===== src/rtl/pipe_pkg.sv =====
// ---------------------------------------------------------------------------
// pipe_pkg
//   Shared types and default widths for the inter-stage pipeline registers.
//   stage_ctrl_t is the layout of the 4-bit control bundle carried between
//   stages. It is listed MSB first: mem_to_reg[1:0], mem_write, reg_write.
// ---------------------------------------------------------------------------
package pipe_pkg;

  localparam int CTRL_W_DEF = 4;
  localparam int RD_W_DEF   = 5;

  typedef struct packed {
    logic [1:0] mem_to_reg;
    logic       mem_write;
    logic       reg_write;
  } stage_ctrl_t;

endpackage : pipe_pkg


===== src/rtl/pipe_slot.sv =====
// ---------------------------------------------------------------------------
// pipe_slot
//   One pipeline entry: a valid bit plus ctrl/rd/data payload.
//   Priority on each edge is reset, then clear, then load.
//   A clear drops only the valid bit. The payload is kept because the stage
//   masks it downstream whenever the entry is not valid.
// Ports
//   clk, reset      clock, synchronous active-low reset
//   i_load          capture i_ctrl/i_rd/i_data and mark the entry valid
//   i_clr           invalidate the entry (wins over i_load)
//   i_ctrl/rd/data  payload to capture
//   o_valid         entry holds a beat
//   o_ctrl/rd/data  stored payload
// ---------------------------------------------------------------------------
module pipe_slot #(
  parameter int DATA_W = 64,
  parameter int CTRL_W = 4,
  parameter int RD_W   = 5
) (
  input  logic              clk,
  input  logic              reset,
  input  logic              i_load,
  input  logic              i_clr,
  input  logic [CTRL_W-1:0] i_ctrl,
  input  logic [RD_W-1:0]   i_rd,
  input  logic [DATA_W-1:0] i_data,
  output logic              o_valid,
  output logic [CTRL_W-1:0] o_ctrl,
  output logic [RD_W-1:0]   o_rd,
  output logic [DATA_W-1:0] o_data
);

  logic              r_valid;
  logic [CTRL_W-1:0] r_ctrl;
  logic [RD_W-1:0]   r_rd;
  logic [DATA_W-1:0] r_data;

  always_ff @(posedge clk) begin
    if (!reset) begin
      r_valid <= 1'b0;
      r_ctrl  <= '0;
      r_rd    <= '0;
      r_data  <= '0;
    end else if (i_clr) begin
      r_valid <= 1'b0;
    end else if (i_load) begin
      r_valid <= 1'b1;
      r_ctrl  <= i_ctrl;
      r_rd    <= i_rd;
      r_data  <= i_data;
    end
  end

  assign o_valid = r_valid;
  assign o_ctrl  = r_ctrl;
  assign o_rd    = r_rd;
  assign o_data  = r_data;

endmodule : pipe_slot


===== src/rtl/pipe_stage_reg.sv =====
// ---------------------------------------------------------------------------
// pipe_stage_reg
//   Inter-stage pipeline register with a valid/ready handshake, stall hold,
//   flush (bubble insertion) and an optional 2-entry skid mode.
//   With SKID=1, in_ready comes straight from a register.
//   The stage also counts stall cycles, saturating, for performance debug.
// Ports
//   clk, reset          clock, synchronous active-low reset
//   flush               kill all held beats and the beat accepted this cycle
//   in_valid/in_ready   upstream handshake
//   in_ctrl/rd/data     upstream payload
//   out_valid/out_ready downstream handshake
//   out_ctrl/rd         payload, forced to zero when out_valid=0
//   out_data            payload, meaningful only when out_valid=1
//   cnt_clr             clear stall_cnt (wins over increment)
//   stall_cnt           saturating count of cycles with out_valid & !out_ready
// ---------------------------------------------------------------------------
module pipe_stage_reg
  import pipe_pkg::*;
#(
  parameter int DATA_W = 64,
  parameter int CTRL_W = CTRL_W_DEF,
  parameter int RD_W   = RD_W_DEF,
  parameter int SKID   = 0,
  parameter int CNT_W  = 16
) (
  input  logic              clk,
  input  logic              reset,
  input  logic              flush,
  input  logic              in_valid,
  output logic              in_ready,
  input  logic [CTRL_W-1:0] in_ctrl,
  input  logic [RD_W-1:0]   in_rd,
  input  logic [DATA_W-1:0] in_data,
  output logic              out_valid,
  input  logic              out_ready,
  output logic [CTRL_W-1:0] out_ctrl,
  output logic [RD_W-1:0]   out_rd,
  output logic [DATA_W-1:0] out_data,
  input  logic              cnt_clr,
  output logic [CNT_W-1:0]  stall_cnt
);

  localparam logic [CNT_W-1:0] CNT_MAX = '1;
  localparam logic [CNT_W-1:0] CNT_ONE = {{(CNT_W-1){1'b0}}, 1'b1};

  logic              w_accept;
  logic              w_deliver;

  logic              w_main_load;
  logic              w_main_clr;
  logic [CTRL_W-1:0] w_main_ld_ctrl;
  logic [RD_W-1:0]   w_main_ld_rd;
  logic [DATA_W-1:0] w_main_ld_data;

  logic              w_main_valid;
  logic [CTRL_W-1:0] w_main_ctrl;
  logic [RD_W-1:0]   w_main_rd;
  logic [DATA_W-1:0] w_main_data;

  logic [CNT_W-1:0]  r_stall_cnt;

  assign w_accept  = in_valid & in_ready;
  assign w_deliver = w_main_valid & out_ready;

  // MAIN always drives the outputs
  pipe_slot #(
    .DATA_W (DATA_W),
    .CTRL_W (CTRL_W),
    .RD_W   (RD_W)
  ) u_main (
    .clk     (clk),
    .reset   (reset),
    .i_load  (w_main_load),
    .i_clr   (w_main_clr),
    .i_ctrl  (w_main_ld_ctrl),
    .i_rd    (w_main_ld_rd),
    .i_data  (w_main_ld_data),
    .o_valid (w_main_valid),
    .o_ctrl  (w_main_ctrl),
    .o_rd    (w_main_rd),
    .o_data  (w_main_data)
  );

  generate
    if (SKID == 0) begin : g_single

      assign in_ready       = ~w_main_valid | out_ready;
      assign w_main_load    = w_accept;
      // flush has priority inside the slot, so a beat accepted in the
      // flush cycle is dropped
      assign w_main_clr     = flush | (w_deliver & ~w_accept);
      assign w_main_ld_ctrl = in_ctrl;
      assign w_main_ld_rd   = in_rd;
      assign w_main_ld_data = in_data;

    end else begin : g_skid

      logic              w_skid_valid;
      logic [CTRL_W-1:0] w_skid_ctrl;
      logic [RD_W-1:0]   w_skid_rd;
      logic [DATA_W-1:0] w_skid_data;
      logic              w_skid_load;
      logic              w_skid_clr;

      // A beat is parked in SKID only while MAIN is stalled. SKID is
      // always empty on such a cycle, because in_ready is !skid_valid.
      assign w_skid_load = w_accept & w_main_valid & ~out_ready;
      assign w_skid_clr  = flush | (w_deliver & w_skid_valid);

      pipe_slot #(
        .DATA_W (DATA_W),
        .CTRL_W (CTRL_W),
        .RD_W   (RD_W)
      ) u_skid (
        .clk     (clk),
        .reset   (reset),
        .i_load  (w_skid_load),
        .i_clr   (w_skid_clr),
        .i_ctrl  (in_ctrl),
        .i_rd    (in_rd),
        .i_data  (in_data),
        .o_valid (w_skid_valid),
        .o_ctrl  (w_skid_ctrl),
        .o_rd    (w_skid_rd),
        .o_data  (w_skid_data)
      );

      assign in_ready = ~w_skid_valid;

      // While SKID is occupied, in_ready is low, so MAIN can only refill
      // from SKID. Otherwise MAIN takes the input beat when it is empty or
      // is being drained this cycle.
      assign w_main_load    = w_skid_valid ? w_deliver
                                           : (w_accept & (~w_main_valid | w_deliver));
      assign w_main_clr     = flush | (w_deliver & ~w_main_load);
      assign w_main_ld_ctrl = w_skid_valid ? w_skid_ctrl : in_ctrl;
      assign w_main_ld_rd   = w_skid_valid ? w_skid_rd   : in_rd;
      assign w_main_ld_data = w_skid_valid ? w_skid_data : in_data;

    end
  endgenerate

  // Bubbles carry no control, so no stray reg/mem write leaks downstream
  assign out_valid = w_main_valid;
  assign out_ctrl  = w_main_valid ? w_main_ctrl : '0;
  assign out_rd    = w_main_valid ? w_main_rd   : '0;
  assign out_data  = w_main_data;

  // The counter ignores flush; only reset and cnt_clr clear it
  always_ff @(posedge clk) begin
    if (!reset) begin
      r_stall_cnt <= '0;
    end else if (cnt_clr) begin
      r_stall_cnt <= '0;
    end else if (w_main_valid && !out_ready && (r_stall_cnt != CNT_MAX)) begin
      r_stall_cnt <= r_stall_cnt + CNT_ONE;
    end
  end

  assign stall_cnt = r_stall_cnt;

endmodule : pipe_stage_reg


===== config.mk =====
export PLATFORM = sky130hd
export DESIGN_NAME = pipe_stage_reg
export DESIGN_NICKNAME = d
export VERILOG_FILES = /design/src/rtl/pipe_pkg.sv /design/src/rtl/pipe_slot.sv /design/src/rtl/pipe_stage_reg.sv
export SDC_FILE = /design/constraint.sdc
export NUM_CORES = 1
export LEC_CHECK = 0
export ABC_CLOCK_PERIOD_IN_PS = 5700
export CAP_MARGIN = 20
export CORE_MARGIN = 3
export CORE_UTILIZATION = 44
export DETAILED_ROUTE_END_ITERATION = 16
export PLACE_DENSITY_LB_ADDON = 0.15
export RECOVER_POWER = 50
export REMOVE_ABC_BUFFERS = 1
export SLEW_MARGIN = 10
export SYNTH_ARGS = -nofsm -noshare
export SYNTH_HDL_FRONTEND = slang
export SYNTH_SLANG_ARGS = --single-unit

===== constraint.sdc =====
create_clock -name clk -period 5.7 [get_ports clk]
set_clock_uncertainty 0.2 [all_clocks]
set_input_delay 0.57 -clock clk [delete_from_list [all_inputs] [get_ports clk]]
set_output_delay 0.57 -clock clk [all_outputs]
set_load 0.01 [all_outputs]

Word-level counts from Yosys, hierarchy flattened
Cells that the tools add are included.

storage, ports and cells
  bits in registers = 90
  latch bits = 0
  bits in writable memories = 0
  ROM bits = 0
  output and inout bits = 91
  logic and storage cells = 24
  memories kept = 0

operators by class
  add/sub/neg operators = 1
  multipliers = 0
  div/mod/pow operators = 0
  magnitude comparators = 0
  equality and inequality tests = 1
  shifts and indexed selects = 0
  multiplexer cells = 2
  bitwise logic cells = 9
  reduce and logical (&&, ||, !) cells = 6

operator list
  kind                                           count
  adder 16 x 1 -> 16 bit, second input constant  1
  != test 16 bit, second input constant          1
  2-to-1 mux 5 bit                               1
  2-to-1 mux 4 bit                               1
  NOT 1 bit                                      4
  OR reduction 2 bit                             2
  AND 1 bit                                      3
  logical AND 1 bit                              2
  bitwise OR 1 bit                               2
  AND reduction 2 bit                            1
  zero test 1 bit                                1

Logic depth before layout (Yosys ltp)
Gate-level depths: netlist (run 1).

  depth in word-level cells = 8
  gate-level depth with buffers = 7
  mapped depth without buffers = 5

By module
A second synthesis (run 1) with hierarchy kept.

unflattened totals
  cells, all modules = 431
  area total of the unflattened synthesis = 3938.8 µm²

modules (own cells, without submodules)
  module          instances  cells each  area each (µm²)  sequential area each (µm²)
  pipe_slot       1          320         3029.2           1481.4
  pipe_stage_reg  1          111         909.6            320.3

Least setup slack after synthesis (run 1)
No wires, ideal clock.

  kind = input to register
  from = input out_ready
  to = register r_stall_cnt[15] (netlist: stall_cnt[15])
  library setup time = 0.070 ns
  arrival time = 1.800 ns
  required time = 5.430 ns
  slack = 3.630 ns
  cell stages on the path = 4
  path buffers = 0
  cells stage by stage = nand4b_1 > or4_4 > or4_1 > a21oi_1

on the way
  cells in the longest elaborated chain, start to end = 3

RTL lines
  item                            RTL line               RTL
  from (decl)                     pipe_stage_reg.sv:36   input logic out_ready,
  zero test 1 bit                 pipe_stage_reg.sv:156  end else if (w_main_valid && !out_ready && (r_stall_cnt != CNT_MAX)) begin
  logical AND 1 bit (2 in a row)  pipe_stage_reg.sv:156
  to (signal assigned)            pipe_stage_reg.sv:157  r_stall_cnt <= r_stall_cnt + CNT_ONE;
  to (decl)                       pipe_stage_reg.sv:61   logic [CNT_W-1:0] r_stall_cnt;

Every way passes these cells.
A chain may end at the register's enable or synchronous reset.

Final worst setup path (run 1)
  from = input out_ready
  to = register u_main.r_data[15] (netlist: u_main.o_data[15])

on the way
  cells in the longest elaborated chain, start to end = 7
  elaborated cells between the ends (all ways) = 8

RTL lines
  item                                      RTL line              RTL
  bitwise OR 1 bit                          pipe_stage_reg.sv:88  assign in_ready = ~w_main_valid | out_ready;
  AND 1 bit                                 pipe_stage_reg.sv:63  assign w_accept = in_valid & in_ready;
  NOT 1 bit                                 pipe_stage_reg.sv:92  assign w_main_clr = flush | (w_deliver & ~w_accept);
  AND 1 bit                                 pipe_stage_reg.sv:92
  bitwise OR 1 bit                          pipe_stage_reg.sv:92
  NOT 1 bit (no source line)                n/a
  AND reduction 2 bit (no source line) (*)  n/a
  to (signal assigned)                      pipe_slot.sv:50       r_data <= i_data;
  to (decl)                                 pipe_slot.sv:36       logic [DATA_W-1:0] r_data;

Every way passes the cells marked *; elsewhere a longest branch is shown, timed or not.

==> results.md, run 1 <==
* Status: finished, violations left
* Violated checks: max-capacitance violations, max-slew violations
* Slowest cell on the critical path: buf_4
* F_max at 318 MHz
* Commonest non-fill, non-tap cell in the layout: nand2_1
* Cell Count, Final, Fillers Out at 692
* Layout cells sized above 1 at 4.24%
* Post-CTS Resized at 0
* Iter 0 DRT Violations at 76
* Crit. End Element: flip-flop
* Clk Tree Root Cell: clkbuf_8
* Total number of vias at 3490
* Mapped Avg Cell Area at 8.42 um^2
* Adder-cell share of the synthesized area at 0.346%
* Setup crit start kind: primary input
* CP Depth at 7
* Hold crit path type: reg -> reg
* Cells on worst reg2reg path at 5
* Mapped Area at 3620 um^2
* Mux share of post-synthesis cell area at 0%
* Core box area at 7850 um^2
* Critical path data arrival time at 3.20 ns
* Final Hold Fails at 0
* Clock buffer depth at 2
* Die Span Y at 96.7 um
* Ant diodes at 0
* DP HPWL at 6.81 mm
* Clock-pin slew on the worst setup and hold paths at 0.09 ns
* First-pass DRT Iterations at 4
* Gr usage total at 20.4%
* Fillers at 656
* Post-Synthesis Cells at 430
* Post-route antenna net violation count at 0
* Die Span X at 96.7 um
* Rows at 32
* Nets at 666
* Clock sinks at 90
* Peak VDD IR at 0.000178 V
* Slew Limit Fails at 19
* Cts bufs inserted at 9
* Global-route wire length before repair at 15.9 mm
* Cell Chain, Critical Path: dlygate4sd3_1 -> nor2b_1 -> clkinv_1 -> nand3b_1 -> buf_4 -> nand2_1 -> a21boi_0
* Largest family of logic cells by synthesized area: simple AND/OR/NAND/NOR gates
* # IOs at 170
* Unrepaired setup endpoints after global routing: false
* Htree depth at 3
* Post-synthesis xor/xnor area fraction at 0.484%
* Max Cap Viol at 1
* Worst hold path depth at 2
* Sequential-to-total area share from yosys stat at 49.8%
* Worst slew pin tran at 2.04 ns
* Pre-CTS setup slack at 2.32 ns
* Leak at 2.14 nW
* Hold buffers post-CTS at 0
* Initial antenna violation count at 0
* Wire per inst at 13.7 um
* Setup bufs post-CTS at 0
* Final period util at 55.1%
* Worst EP required at 5.76 ns
* Vias per std cell at 5.04
* Vias in the first global route at 3366
* Synth Area in Compound Gates at 20.2%
* Yosys reg bits at 90
* Largest net degree at the start of global routing at 77
* Commonest non-fill, non-tap cells in the layout: nand2_1 (151), dfxtp_1 (90), clkdlybuf4s50_1 (87)
* Grt ovf at 0
* Ys Warns at 0
* Setup_tns at 0 ns
* PD cells at 229 nW/um^2
* Routability cong. at 0.793
* Synth Area in Simple Gates at 25.6%
* Distinct cells, synth at 38
* # setup viols final at 0
* Max_slew headroom at -37.4%
* WL final at 9.51 mm
* Worst skew pair latency at 0.34 ns
* Crit path kind: in -> reg
* Starting Density at 46.1%
* DRC at 0
* Layout area overhead at 52.8%
* Crit Path Max Fanout at 57
* Final worst-path setup slack at 2.56 ns
* Port bufs at 169
* Delay-heaviest family, CP: buffers and inverters
* DP Cell Count at 677
* Crit path buffers/inverters at 3
* CTS tree: yes
* Die footprint at 9350 um^2
* Slowest Stage Delay on Critical Path at 0.60 ns
* Min cycle time layout at 3.14 ns
## metrics by stage
stage | util (%) | area (um^2) | hold WS (ns) | power [mW]
after global placement | 68.1 | 5340 | 0.247 | 0.849
after CTS | 70.7 | 5550 | 0.266 | 1.29
after floorplan | - | 3490 | 0.239 | 0.735
after detailed placement | 68.1 | 5340 | 0.254 | 0.852
final | 70.5 | 5530 | 0.260 | 1.26
after global routing | 70.5 | 5530 | 0.287 | 1.33
## area by class of cell
cell class / instances / area, um^2 / area share (%)
Sequential cell: 90 / 1800 / 32.6
Timing Repair Buffer: 173 / 1720 / 31.0
Multi-Input combinational cell: 310 / 1670 / 30.3
Clock buffer: 11 / 151 / 2.74
Tap cell: 102 / 128 / 2.31
Clock inverter: 4 / 51.3 / 0.928
Inverter: 2 / 7.51 / 0.136
## worst paths after layout
| path | start | endpoint | slack [ns] |
|---|---|---|---|
| setup / recovery | out_ready | u_main.o_data[15]$_SDFFE_PN0P_ | 2.56 |
| hold / removal | u_main.o_data[16]$_SDFFE_PN0P_ | u_main.o_data[16]$_SDFFE_PN0P_ | 0.26 |
| setup reg to reg | stall_cnt[0]$_SDFFE_PP0P_ | stall_cnt[13]$_SDFFE_PP0P_ | 2.59 |
| hold reg to reg | u_main.o_data[16]$_SDFFE_PN0P_ | u_main.o_data[16]$_SDFFE_PN0P_ | 0.26 |
## tightest hold or removal path: cells and delay by family (launching register included)
family | cells | cell delay [ns]
DFF | 1 | 0.31
and+or+nand+nor | 1 | 0.04
AOI/OAI and AO/OA | 1 | 0.06
## routing by layer
metal | share of wire, % | wire length, um | track usage, %
met2 | 48 | 4530 | 33.9
met4 | 1.1 | 102 | 5.51
met3 | 10 | 986 | 9.73
met5 | 0 | 0 | 0
met1 | 41 | 3900 | 23.4
## state kept, by name, summed over array words and instances, names as in the netlist
| register | count |
|---|---|
| u_main.o_ctrl | 4 |
| u_main.o_data | 64 |
| u_main.o_valid | 1 |
| stall_cnt | 16 |
| u_main.o_rd | 5 |
## synth_stat cells
library cell  instances  share of area [%]
o311ai_0              1               0.24
nor3b_1               2               0.41
o311ai_1              1               0.24
nand3b_1              1               0.21
nor2b_1               2               0.35
nand3_1               8                1.1
and2_1               10                1.7
clkbuf_1             19                2.0
or3_1                 7                1.2
and4_2                1               0.28
ha_1                  1               0.35
o21ai_0               8                1.1
a21boi_0             73                 15
o31a_1                1               0.24
and4b_1               1               0.28
clkbuf_8              1               0.38
o2111ai_1             1               0.24
and4_1                1               0.24
clkinv_1              1               0.10
inv_1                 1               0.10
nand4_1               5               0.86
a21oi_1              12                1.7
nand2b_1              1               0.17
nor4_4                1               0.59
and3_2                1               0.21
o31ai_1               4               0.83
or4_1                 5                1.0
nand2_1             151                 16
nand4b_1              1               0.24
o41ai_1               1               0.24
dfxtp_1              90                 50
nor2_1                3               0.31
o21a_1                1               0.21
buf_2                 8                1.1
xor2_1                2               0.48
or4_4                 1               0.31
nor4_1                1               0.17
or2_2                 1               0.17
## kinds of logic after synthesis
group	Yosys count
AOI/OAI and AO/OA	103
xor gates and xnor gates	2
adders and majority gates	1
buffers and inverters	30
DFF	90
and+or+nand+nor	204
## where the power goes
part	switching (mW)	internal [mW]	total [mW]
clock network	0.213	0.224	0.438
logic	0.0672	0.0961	0.163
registers	0.0111	0.652	0.664
total	0.292	0.973	1.26
Power figures use the tool's default switching activity.
==> inputs of run 2 (changes only) <==
Settings changed: ABC_CLOCK_PERIOD_IN_PS 5700 to 3130, CORE_UTILIZATION 44 to 41.
Clock period 5.7 ns to 3.13 ns, I/O delays scaled along.
==> run 2 against run 1 <==
Worst setup slack lost 2.1 ns; non-clock buffer count decreased by 1; clock power is 61% higher; cell count rose by 0.43%; the run now ends clean; global-route usage is 1.1 points lower; clock-buffer cell count up 1.
==> results.md, run 2 (synthesized netlist as in run 1, its figures left out) <==
* Iter 0 DRT Violations at 79
* Die Span Y at 99.9 um
* Rows at 33
* Clock sinks at 90
* Crit path kind: reg -> out
* Vias per std cell at 4.91
* Largest net degree at the start of global routing at 74
* Hold Worst Slack at 0.135 ns
* Setup slack, reg-to-reg at 0.78 ns
* Gr usage total at 19.3%
* Crit Path Max Fanout at 13
* Status: complete, no violations
* Switching Power at 0.538 mW
* Final worst-path setup slack at 0.502 ns
* Comb power frac at 13.6%
* Fillers at 723
* Crit. End Element: output pin
* Setup crit start kind: flip-flop
* Clock buffer depth at 2
* # IOs at 170
* Setup bufs post-CTS at 0
* Min cycle time layout at 2.63 ns
* Vias in the first global route at 3331
* Global-route wire length before repair at 15.6 mm
* Final period util at 84.0%
* Setup_tns at 0 ns
* PD cells at 400 nW/um^2
* Sequential Power Share at 54.6%
* Hold buffers post-CTS at 0
* Critical R2R Capture: u_main.o_data[50]$_SDFFE_PN0P_
* Critical path data arrival time at 2.12 ns
* Unrepaired setup endpoints after global routing: false
* Die Span X at 99.9 um
* Max reg flops at 64
* Die footprint at 9990 um^2
* Wire per inst at 13.7 um
* Starting Density at 43.2%
* Post-CTS Resized at 0
* Initial antenna violation count at 0
* Commonest non-fill, non-tap cells in the layout: nand2_1 (151), dfxtp_1 (90), clkdlybuf4s50_1 (86)
* Clk pwr share at 31.9%
* WL final at 9.55 mm
* Total number of vias at 3415
* Critical R2R Launch: u_main.o_valid$_SDFFE_PP0N_
* DP HPWL at 6.80 mm
* Worst setup path endpoint: in_ready
* Slew Limit Fails at 0
* Post-route cell area at 5540 um^2
* Worst setup startpoint: u_main.o_valid$_SDFFE_PP0N_
* Clk Tree Root Cell: clkbuf_8
* Worst slew pin tran at 0.773 ns
* Cts bufs inserted at 9
* Max Cap Viol at 0
* Pre-CTS setup slack at 0.654 ns
* P_int at 1.68 mW
* Hold crit path type: in -> reg
* Layout cells sized above 1 at 4.07%
* Switching share of power at 24.3%
* Final Hold Fails at 0
* Cells on worst reg2reg path at 6
* Commonest non-fill, non-tap cell in the layout: nand2_1
* Placement Cell Area at 5360 um^2
* Post-route antenna net violation count at 0
* # setup viols final at 0
* Htree depth at 3
* Ant diodes at 0
* Layout area overhead at 53.0%
* Nets at 665
* F_max at 381 MHz
* Clock-pin slew on the worst setup and hold paths at 0.08 ns
* CTS tree: yes
* Worst EP required at 2.62 ns
* Total power at 2.21 mW
* Peak VDD IR at 0.000236 V
* Leak at 2.15 nW
* Max_slew headroom at 48.1%
* Routability cong. at 0.749
* First-pass DRT Iterations at 4
* Port bufs at 169
* DRC at 0
* Core box area at 8380 um^2
* Grt ovf at 0
* Worst skew pair latency at 0.35 ns
==> run 2: cell types whose count changed in the layout (fill, tap and decap cells not counted), sizes merged <==
cell           before  now
clkinvlp            1    3
buf                 5    4
bufinv              1    0
clkbuf             11   12
clkdlybuf4s50      87   86
clkinv              3    2
dlygate4sd3        81   82
==> run 2: critical path: stages (launching register included) <==
cell,delay [ns]
dfxtp_1,0.53
nor2b_1,0.38
clkinv_1,0.31
clkdlybuf4s50_1,0.56
==> run 2: area by class of cell <==
| cell class | count | area [um^2] | area share, % |
|---|---|---|---|
| clock buffers | 12 | 145 | 2.62 |
| inverters | 2 | 7.51 | 0.136 |
| repair buffers | 172 | 1730 | 31.3 |
| clock inverters | 4 | 27.5 | 0.497 |
| flip-flops and latches | 90 | 1800 | 32.5 |
| multi-input cells | 310 | 1690 | 30.5 |
| well taps | 105 | 131 | 2.37 |
==> run 2: through the flow <==
step	instances	util [%]
finish	695	66.1
global route	695	66.1
CTS	695	66.1
detailed placement	679	64.0
global placement	679	64.0
floorplan	402	-
==> run 2: power groups by stage <==
stage	clock, mW	combinational, mW	sequential, mW
2_1_floorplan	0	0.0844	1.25
3_3_place_gp	0	0.314	1.24
3_5_place_dp	0	0.317	1.24
4_1_cts	0.733	0.319	1.21
5_1_grt	0.781	0.329	1.22
6_report	0.705	0.300	1.21
==> run 2: worst min path at each step <==
stage / from / to / slack (ns) / cells after the start
floorplan: flush / u_main.o_valid$_SDFFE_PP0N_ / 0.19 / 1
global placement: u_main.o_rd[3]$_SDFFE_PN0P_ / u_main.o_rd[3]$_SDFFE_PN0P_ / 0.25 / 2
detailed placement: u_main.o_rd[3]$_SDFFE_PN0P_ / u_main.o_rd[3]$_SDFFE_PN0P_ / 0.25 / 2
CTS: reset / u_main.o_data[57]$_SDFFE_PN0P_ / 0.11 / 2
global route: reset / u_main.o_data[59]$_SDFFE_PN0P_ / 0.13 / 2
finish: reset / u_main.o_data[57]$_SDFFE_PN0P_ / 0.13 / 2
==> run 2: routing by layer <==
metal / track usage (%) / wire length (um) / part of all wire (%) / up-vias
li1: - / - / - / 1760
met1: 22.5 / 4020 / 42 / 1527
met2: 31.4 / 4390 / 46 / 112
met3: 8.13 / 935 / 9.8 / 16
met4: 7.77 / 204 / 2.1 / 0
met5: 0 / 0 / 0 / -
==> inputs of run 3 (changes only) <==
Settings changed: ABC_CLOCK_PERIOD_IN_PS 3130 to 2600.
Clock period 3.13 ns to 2.6 ns, I/O delays scaled along.
==> run 3 against run 2 <==
Die area is the same; largest cell class unchanged; critical endpoint unchanged; clock-buffer cell count is 1 higher; cell count increased by 0.58%; combinational power is 23% higher; global-route usage rose by 0.45 points.
==> results.md, run 3 (synthesized netlist as in run 1, its figures left out) <==
* Iter 0 DRT Violations at 92
* HP Start: reset
* Min cycle time layout at 2.24 ns
* P_int at 2.17 mW
* Commonest non-fill, non-tap cell in the layout: nand2_1
* Cells on worst reg2reg path at 5
* Final period util at 86.2%
* Min-Delay Endpoint: u_main.o_data[33]$_SDFFE_PN0P_
* Peak VDD IR at 0.000368 V
* Starting Density at 43.2%
* Met2 Use GR at 31.4%
* Die footprint at 9990 um^2
* Cell Chain, Critical Path: nor2b_1 -> clkinv_1 -> clkdlybuf4s50_1
* Initial antenna violation count at 0
* Sequential Power Share at 51.4%
* Slew Limit Fails at 0
* Routability cong. at 0.777
* Hold buffers post-CTS at 0
* Status: complete, no violations
* Hold crit path type: in -> reg
* Clock-pin slew on the worst setup and hold paths at 0.08 ns
* Total number of vias at 3476
* Delay-heaviest family, CP: buffers and inverters
* Crit path buffers/inverters at 2
* Worst EP required at 2.14 ns
* Critical R2R Capture: stall_cnt[13]$_SDFFE_PP0P_
* Vias in the first global route at 3355
* Vias per std cell at 4.97
* Worst slew pin tran at 0.753 ns
* Global-route wire length before repair at 15.9 mm
* Setup crit start kind: flip-flop
* Layout area overhead at 54.9%
* Switching Power at 0.651 mW
* Layout cells sized above 1 at 4.71%
* Max Cap Viol at 0
* Worst skew pair latency at 0.34 ns
* Critical R2R Launch: stall_cnt[0]$_SDFFE_PP0P_
* Rows at 33
* Critical path data arrival time at 1.78 ns
* Cell Count, Final, Fillers Out at 699
* Grt ovf at 0
* Largest net degree at the start of global routing at 58
* Ant diodes at 0
* Clock buffer depth at 2
* Crit Path Max Fanout at 5
* Worst hold path depth at 2
* # setup viols final at 0
* CTS tree: yes
* Post-CTS Resized at 0
* Die Span X at 99.9 um
* DRC at 0
* Crit path kind: reg -> out
* Hold Worst Slack at 0.252 ns
* DP HPWL at 6.91 mm
* Htree depth at 3
* Gr usage total at 19.8%
* Comb power frac at 13.0%
* Clock sinks at 90
* Max reg flops at 64
* Cts bufs inserted at 9
* Final Hold Fails at 0
* Switching share of power at 23.0%
* Post-route antenna net violation count at 0
* Met1 GRT Util at 23.6%
* Fillers at 725
* Busiest grt layer: met2
* Wire per inst at 13.8 um
* Slowest Stage Delay on Critical Path at 0.54 ns
* F_max at 446 MHz
* Met3 usage at 7.85%
* First-pass DRT Iterations at 4
* Clk pwr share at 35.5%
* WL final at 9.67 mm
* Crit. End Element: output pin
* PD cells at 504 nW/um^2
* Die Span Y at 99.9 um
* Clk Tree Root Cell: clkbuf_8
* # IOs at 170
* Max_slew headroom at 49.2%
* Port bufs at 169
* Commonest non-fill, non-tap cells in the layout: nand2_1 (151), dfxtp_1 (90), clkdlybuf4s50_1 (85)
* Core box area at 8380 um^2
* Leak at 2.19 nW
* Nets at 669
* Setup bufs post-CTS at 0
* Slowest cell on the critical path: clkdlybuf4s50_1
* DP Cell Count at 683
* Setup slack, reg-to-reg at 0.48 ns
* Unrepaired setup endpoints after global routing: false
[run 3: changes by cell type in the layout (fill, tap and decap cells not counted)]
cell,change
dlygate4sd3_1,+1
bufinv_16,+1
clkinv_4,+1
buf_4,+3
clkbuf_8,+2
clkdlybuf4s50_1,-1
clkinvlp_4,-2
clkinv_2,-1
[run 3: cell type report]
cell class | instances | area, um^2 | share of cell area, %
clock buffer | 13 | 169 | 3.01
clock inverter | 3 | 46.3 | 0.826
inverter | 2 | 7.51 | 0.134
multi-input combinational | 310 | 1690 | 30.1
sequential | 90 | 1800 | 32.1
tap | 105 | 131 | 2.34
timing repair buffer | 176 | 1760 | 31.4
[run 3: worst max-delay path by stage]
stage	from	end	cells past startpoint
3_3_place_gp	out_ready	stall_cnt[15]$_SDFFE_PP0P_	5
4_1_cts	u_main.o_valid$_SDFFE_PP0N_	in_ready	3
3_5_place_dp	out_ready	stall_cnt[15]$_SDFFE_PP0P_	5
5_1_grt	u_main.o_valid$_SDFFE_PP0N_	in_ready	3
2_1_floorplan	u_main.o_valid$_SDFFE_PP0N_	u_main.o_ctrl[0]$_SDFFE_PN0P_	4
6_report	u_main.o_valid$_SDFFE_PP0N_	in_ready	3
[run 3: per-stage QoR]
step           utilization (%)  setup TNS, ns  instance area [um^2]  setup slack, ns  power, mW
6_report                  66.9              0                  5610            0.358       2.82
5_1_grt                   66.9              0                  5610            0.212       2.96
4_1_cts                   66.9              0                  5610            0.339       2.88
3_5_place_dp              64.4              0                  5390            0.307       1.88
3_3_place_gp              64.4              0                  5390            0.314       1.87
2_1_floorplan                -        -176.75                  3490            -2.42       1.61
[run 3: routing by layer]
metal  wire (um)  part of all wire, %
met1        4030                   42
met5           0                    0
met2        4490                   46
met3         946                  9.8
met4         206                  2.1
[run 3: power groups by stage]
stage                     sequential, mW  combinational [mW]  clock, mW
after floorplan                     1.51               0.102          0
after global placement              1.49               0.383          0
after detailed placement            1.49               0.388          0
after CTS                           1.46               0.391       1.04
after global routing                1.46               0.403       1.10
final                               1.45               0.368       1.00
